File: config.mk
export PLATFORM = sky130hd
export DESIGN_NAME = imem_loader
export DESIGN_NICKNAME = d
export VERILOG_FILES = /design/src/rtl/imem_pkg.sv /design/src/rtl/byte_assembler.sv /design/src/rtl/imem_loader.sv
export SDC_FILE = /design/constraint.sdc
export NUM_CORES = 1
export LEC_CHECK = 0
export ABC_CLOCK_PERIOD_IN_PS = 2450
export CORE_ASPECT_RATIO = 0.75
export CORE_MARGIN = 5
export CORE_UTILIZATION = 59
export CTS_BUF_LIST = sky130_fd_sc_hd__clkbuf_2
export DETAILED_ROUTE_END_ITERATION = 6
export DONT_BUFFER_PORTS = 1
export PLACE_DENSITY = 0.78
export SYNTH_ARGS = -nofsm -noshare
export SYNTH_HDL_FRONTEND = slang
export SYNTH_HIERARCHICAL = 1
export SYNTH_SLANG_ARGS = --single-unit
File: constraint.sdc
create_clock -name clk -period 2.45 [get_ports clk]
set_clock_uncertainty 0.2 [all_clocks]
set_input_delay 0.49 -clock clk [delete_from_list [all_inputs] [get_ports clk]]
set_output_delay 0.49 -clock clk [all_outputs]
set_load 0.03 [all_outputs]
File: src/rtl/imem_pkg.sv
// Shared sizing constants and FSM state encoding for the instruction-memory loader.
package imem_pkg;

    localparam int unsigned DEPTH   = 64;
    localparam int unsigned ADDR_W  = 6;
    // Width of the word_count input and of the stored target count.
    localparam int unsigned COUNT_W = 7;

    typedef enum logic [1:0] {
        IDLE,
        RECV,
        WRITE,
        DONE
    } state_t;

endpackage

File: src/rtl/byte_assembler.sv
// Collects four little-endian bytes into one 32-bit instruction word.
// 'assembled' is the word as it would read if the byte on byte_data were taken
// now, so the loader can register a complete word on the cycle of the fourth byte.
module byte_assembler (
    input  logic        clk,
    input  logic        rst,
    input  logic        clear,
    input  logic        take,
    input  logic [7:0]  byte_data,
    output logic [31:0] assembled,
    output logic        last
);

    logic [1:0]  idx_q;
    logic [31:0] word_q;

    // Byte index and partial word; the index wraps to 0 after the fourth byte.
    always_ff @(posedge clk or posedge rst) begin
        if (rst) begin
            idx_q  <= 2'd0;
            word_q <= 32'd0;
        end else if (clear) begin
            idx_q  <= 2'd0;
            word_q <= 32'd0;
        end else if (take) begin
            word_q[{idx_q, 3'b000} +: 8] <= byte_data;
            idx_q                        <= idx_q + 2'd1;
        end
    end

    // Merge the offered byte into its lane of the partial word.
    always_comb begin
        assembled                       = word_q;
        assembled[{idx_q, 3'b000} +: 8] = byte_data;
    end

    assign last = (idx_q == 2'd3);

endmodule

File: src/rtl/imem_loader.sv
// Streams a byte-wide program image into instruction memory while holding the CPU busy.
module imem_loader #(
    parameter int unsigned DEPTH  = imem_pkg::DEPTH,
    parameter int unsigned ADDR_W = imem_pkg::ADDR_W
) (
    input  logic              clk,
    input  logic              rst,
    input  logic              start,
    input  logic [6:0]        word_count,
    input  logic              byte_valid,
    input  logic [7:0]        byte_data,
    output logic              byte_ready,
    output logic              wr_en,
    output logic [ADDR_W-1:0] wr_addr,
    output logic [31:0]       wr_data,
    output logic              busy,
    output logic              done,
    output logic              err
);

    import imem_pkg::*;

    localparam logic [COUNT_W-1:0] DEPTH_C = COUNT_W'(DEPTH);

    state_t              state;
    logic [COUNT_W-1:0]  count_q;
    logic [ADDR_W-1:0]   addr_q;
    logic [31:0]         asm_word;
    logic                asm_last;
    logic                asm_clear;
    logic                xfer;
    logic                last_addr;

    // byte_ready is registered and only high in RECV, so it alone qualifies a transfer.
    assign xfer      = byte_valid && byte_ready;
    assign asm_clear = (state == IDLE) && start;
    assign last_addr = (COUNT_W'(addr_q) == (count_q - COUNT_W'(1)));

    byte_assembler u_asm (
        .clk       (clk),
        .rst       (rst),
        .clear     (asm_clear),
        .take      (xfer),
        .byte_data (byte_data),
        .assembled (asm_word),
        .last      (asm_last)
    );

    // Load sequencer with all outputs registered.
    always_ff @(posedge clk or posedge rst) begin
        if (rst) begin
            state      <= IDLE;
            count_q    <= '0;
            addr_q     <= '0;
            byte_ready <= 1'b0;
            wr_en      <= 1'b0;
            wr_addr    <= '0;
            wr_data    <= 32'd0;
            busy       <= 1'b0;
            done       <= 1'b0;
            err        <= 1'b0;
        end else begin
            wr_en <= 1'b0;
            done  <= 1'b0;
            unique case (state)
                IDLE: begin
                    if (start) begin
                        addr_q <= '0;
                        if (word_count > DEPTH_C) begin
                            count_q <= DEPTH_C;
                            err     <= 1'b1;
                        end else begin
                            count_q <= word_count;
                            err     <= 1'b0;
                        end
                        if (word_count == '0) begin
                            state <= DONE;
                            done  <= 1'b1;
                        end else begin
                            state      <= RECV;
                            byte_ready <= 1'b1;
                            busy       <= 1'b1;
                        end
                    end
                end
                RECV: begin
                    if (start) begin
                        err <= 1'b1;
                    end
                    if (xfer && asm_last) begin
                        state      <= WRITE;
                        byte_ready <= 1'b0;
                        wr_en      <= 1'b1;
                        wr_addr    <= addr_q;
                        wr_data    <= asm_word;
                    end
                end
                WRITE: begin
                    if (start) begin
                        err <= 1'b1;
                    end
                    if (last_addr) begin
                        state <= DONE;
                        busy  <= 1'b0;
                        done  <= 1'b1;
                    end else begin
                        addr_q     <= addr_q + ADDR_W'(1);
                        state      <= RECV;
                        byte_ready <= 1'b1;
                    end
                end
                DONE: begin
                    if (start) begin
                        err <= 1'b1;
                    end
                    state <= IDLE;
                end
                default: state <= IDLE;
            endcase
        end
    end

endmodule

; After elaboration in Yosys (flattened, before gate mapping)
; Index checks and enable logic that the tools add are counted.
[classes]
add_sub_neg = 4
magnitude_cmp = 1
n_eq_ne = 11
shifts = 2
mux = 31
reduce_logical = 16
[op_table]
columns = cell, n
row1 = $mux 32, 2
row2 = $bwmux 32, 1
row3 = $shift 8x7->32 const A, 1
row4 = $shiftx 8x7->32, 1
row5 = $mux 1, 13
row6 = $mux 2, 6
row7 = $mux 6, 2
row8 = $pmux 6 s2, 1
row9 = $ne 2x2->1 const B, 5
row10 = $pmux 2 s4, 1
row11 = $reduce_and 2->1, 4
row12 = $eq 6x7->1, 1
row13 = $gt 7x7->1 const B, 1
row14 = $logic_not 7->1, 1
row15 = $mux 7, 1
row16 = $neg 5->7, 1
row17 = $sub 7x1->7 const B, 1
row18 = $add 6x1->6 const B, 1
row19 = $eq 2x2->1 const B, 3
row20 = $pmux 1 s2, 3
row21 = $reduce_and 5->1, 1
row22 = $reduce_and 4->1, 1
row23 = $reduce_bool 2->1, 2
row24 = $logic_and 1x1->1, 3
row25 = 8 further kinds, 8
[word_totals]
reg_bits = 92
out_inout_bits = 43
wordCells = 77

; Longest topological paths before layout
[depth]
depth_word = 5
ltp_mapped = 9
depth_no_buf = 8

; By module
; The synthesis kept the hierarchy.
[modules_own_cells]
columns = module, n_inst, cells_per_inst, area_each_um2, seq_area_each_um2
row1 = imem_loader, 1, 208, 2561.2, 1451.4
row2 = byte_assembler, 1, 195, 1800.5, 850.8

; Worst setup path after synthesis
; Ideal clock, no wire load.
[synth_timing]
path_kind = register to register
start = register count_q[0]
end = register addr_q[0]
setup_ns = 0.125
arrival_time_ns = 2.006
required_ns = 2.125
setup_slack_ns = 0.119
stages_incl_launch_ff = 10
synth_period_minus_slack_ns = 2.331
path_cell_list = dfrtp_1 inv_1 ha_1 o21ba_2 a221oi_1 a41oi_1 nor4_2 buf_4 nor2_2 mux2_2
[synth_via]
elab_chain_len = 4
[synth_lines]
columns = element, line
row1 = "start, declared", imem_loader.sv:26  ; logic [COUNT_W-1:0] count_q;
row2 = "start signal, assigned", imem_loader.sv:73  ; count_q <= word_count;
row3 = $sub 7x1->7, imem_loader.sv:37  ; assign last_addr = (COUNT_W'(addr_q) == (count_q - COUNT_W'(1)));
row4 = $eq 6x7->1, imem_loader.sv:37
row5 = $ne 2x2->1 (no line), -
row6 = $reduce_and 3->1 (no line), -
row7 = "end signal, assigned", imem_loader.sv:107  ; addr_q <= addr_q + ADDR_W'(1);
row8 = "end, declared", imem_loader.sv:27  ; logic [ADDR_W-1:0] addr_q;
; Every way passes these cells.
; A chain may end at the register's enable or synchronous reset.

; Final worst setup path
[layout_timing]
start = register count_q[3]
end = register addr_q[0]
; The elaborated chain is that of the path after synthesis.

==> reports/results.txt <==
Status: finished with violations
Failing checks: setup timing
CP Capture Type: flip-flop
P_int: 2.94 mW
Hold WS: 0.0450 ns
Logic pwr share: 35.2%
Worst R2R Start: count_q[3]$_DFFE_PP0P_
Max transition margin: 66.6%
Switching Fraction: 42.3%
Number of enable flip-flop cells after synthesis: 0
Rows: 27
FF-to-FF End: addr_q[0]$_DFFE_PP0P_
Antenna viol nets, final: 0
Overall Power: 5.10 mW
Setup_tns: -0.00471 ns
Register area share after synthesis: 52.8%
GP Congestion: 0.829
Synth top area cells: dfrtp_1 (53%), mux2_2 (10%), a22o_1 (5.0%)
# fillers: 537
Peak VDD IR: 0.755 mV
Startpoint types: flip-flop
Die area: 9230 µm²
Crit-path max FO: 6
Reg area: 2300 µm²
RSZ-0062 raised after global routing: true
Peak Freq: 407 MHz
Post-Syn Nets: 430
Clock sink count: 92
Avg WL per Cell: 20.0 µm
Cell taking the most area after synthesis: dfrtp_1
Pin count of the biggest net entering global routing: 35
Post-detail-place hpwl: 7.24 mm
CTS root buf: clkbuf_2
Max-slew violations: 0
Fin util: 67.9%
Gate Count Post-Synth: 403
CP cell instances: or3_4 -> o311ai_2 -> o211ai_1 -> nor4_2 -> buf_4 -> nor2_2 -> mux2_2
YS warnings: 6
Number of buffers created by CTS: 9
Crit path largest cell delay: 0.47 ns
Netlist cell types: 47
Initial antenna violation count: 0
Critical Path AT: 2.70 ns
Area of the multi-input gates: 1920 µm²
# diodes: 0
Period utilization: 100%
Ports: 62
Setup violators final: 1
IO buf count: 0
Top_reg_cell synth: dfrtp_1
Die X: 109 µm
Vias in the first global route: 3,344
Detailed Routing Iterations Pass 1: 5
Total global-route track usage: 25.2%
Critical Path End: addr_q[0]$_DFFE_PP0P_
DRT iter0 DRCs: 282
Worst-Skew Late Latency: 0.52 ns
DRC: 0
Layout cells sized above 1: 23.1%
Die height: 84.5 µm
GRT overflow: 0
Slowest cell on crit path: dfrtp_1
Min cycle time layout: 2.45 ns
CTS tree: done
Synthesis-stage register bit count: 92
Worst min-delay path category: input pin to flip-flop
Power per cell area: 1030 nW/µm²
Final WL: 10.9 mm
Async SR Flop Fraction: 100%
Vias per cell: 6.16
Setup ws final: -0.00471 ns
Worst path top cell family by delay: simple AND/OR/NAND/NOR gates
Reg2Reg Depth: 7
Critical path buffer and inverter count: 1
Mean Syn Cell Area: 10.8 µm²
Sw power: 2.16 mW
Leakage: 2.30 nW
Hold Fails Final Rpt: 0
Crit Path Class: flip-flop to flip-flop
Synth top area share: 52.8%
CTS max path bufs: 2
Clock transition at path regs: 0.23 ns
Pin slew with the least headroom to its limit: 0.499 ns
First-pass GRT wire length: 17.8 mm
Core ar.: 7260 µm²
Nets: 467
Routed vias: 3,362
Clock share of power: 14.3%
Critical path origin: count_q[3]$_DFFE_PP0P_
Register-to-register setup slack: -0.005 ns
Post-synth top cells: dfrtp_1 (92), nand2_1 (46), o21ai_0 (42)
Flop pwr share: 50.5%
CTS H-tree depth: 3
WP depth: 7
Initial core utilization: 60.1%
Most common cell in the synthesized netlist: dfrtp_1
Number of max-cap violations: 0
Post-Syn Area: 4360 µm²
P&R area growth vs syn: 13.1%
CP required: 2.70 ns
DP Worst Slack: -0.0328 ns
## final cells by class
class	count	share of cell area [%]
Multi-Input combinational cell	272	39.0
Clock buffer	11	1.12
Clock inverter	5	1.06
Tap cell	101	2.56
Sequential cell	92	46.7
Inverter	21	1.60
Timing Repair Buffer	44	7.96
## placed cells by master (no fill, tap or decap), types with 2 or more instances in the layout
master,n
dfrtp_1,90
nand2_1,46
o21ai_0,42
mux2_2,39
a22o_1,25
nor2_1,21
dlygate4sd3_1,21
buf_4,21
inv_1,17
nand2b_1,14
clkbuf_2,11
a32oi_1,8
nand3_1,7
ha_1,7
nand4_1,5
o211ai_1,5
a21oi_1,5
inv_2,4
and3_1,4
or4_2,4
nor2b_1,3
nand3b_1,3
xnor2_1,3
and2_1,2
nor3_1,2
xor2_1,2
nor4_1,2
dfrtp_2,2
clkinv_2,2
## power groups by stage
stage               clock network [mW]  logic (mW)  registers, mW
finish                           0.730        1.80           2.58
floorplan                            0        1.17           2.54
detailed placement                   0        1.60           2.61
global placement                     0        1.53           2.59
global route                     0.803        1.99           2.62
CTS                              0.745        1.67           2.57
## worst min path at each step
stage	from	endpoint	slack, ns	cells after the start
2_1_floorplan	u_asm/word_q[10]$_DFFE_PP0P_	u_asm/word_q[10]$_DFFE_PP0P_	0.25	2
3_3_place_gp	rst	wr_data[17]$_DFFE_PP0P_	0.19	1
3_5_place_dp	rst	wr_data[17]$_DFFE_PP0P_	0.20	1
5_1_grt	byte_data[4]	wr_data[12]$_DFFE_PP0P_	0.02	2
6_report	byte_data[5]	wr_data[13]$_DFFE_PP0P_	0.05	2
4_1_cts	byte_data[0]	wr_data[8]$_DFFE_PP0P_	0.003	2
## stage by stage
step	area (µm²)	std cells
after detailed placement	4550	505
after floorplan	4360	403
after CTS	4850	539
after global placement	4550	505
after global routing	4930	546
final	4930	546
## cell families (layout without fill, tap and decap cells)
logic type,after synthesis,in the layout,synth area share (%)
AND/OR/NAND/NOR,125,125,14.5
AO/OA/AOI/OAI,93,93,14.7
flip-flops,92,92,52.8
multiplexers,40,40,10.3
buffers and inverters,39,81,4.19
adder cells (fa/ha/maj),8,8,2.29
XOR/XNOR,6,6,1.20
## flip-flops by register name, summed over array words and instances, names as in the netlist, 2 cells and up
register and cells:
u_asm/word_q 32, state 2, wr_data 32, u_asm/idx_q 2, addr_q 6, count_q 7
wr_addr 6
## repair_timing
item                                    CTS  global route
pin swaps                                 0             5
buffers inserted                          0             3
hold buffers                             18             3
gates resized for setup                   2             9
endpoints found under the setup margin    7             9
endpoints found under the hold margin   120             3
gates cloned                              0             1
## layer usage
layer,part of all wire [%],GRT usage [%],up-vias
li1,-,-,1516
met1,43,35.8,1696
met2,47,38.7,134
met3,8.3,7.07,16
met4,1.5,5.32,0
met5,0,0,-
(Power assumes the default switching activity.)
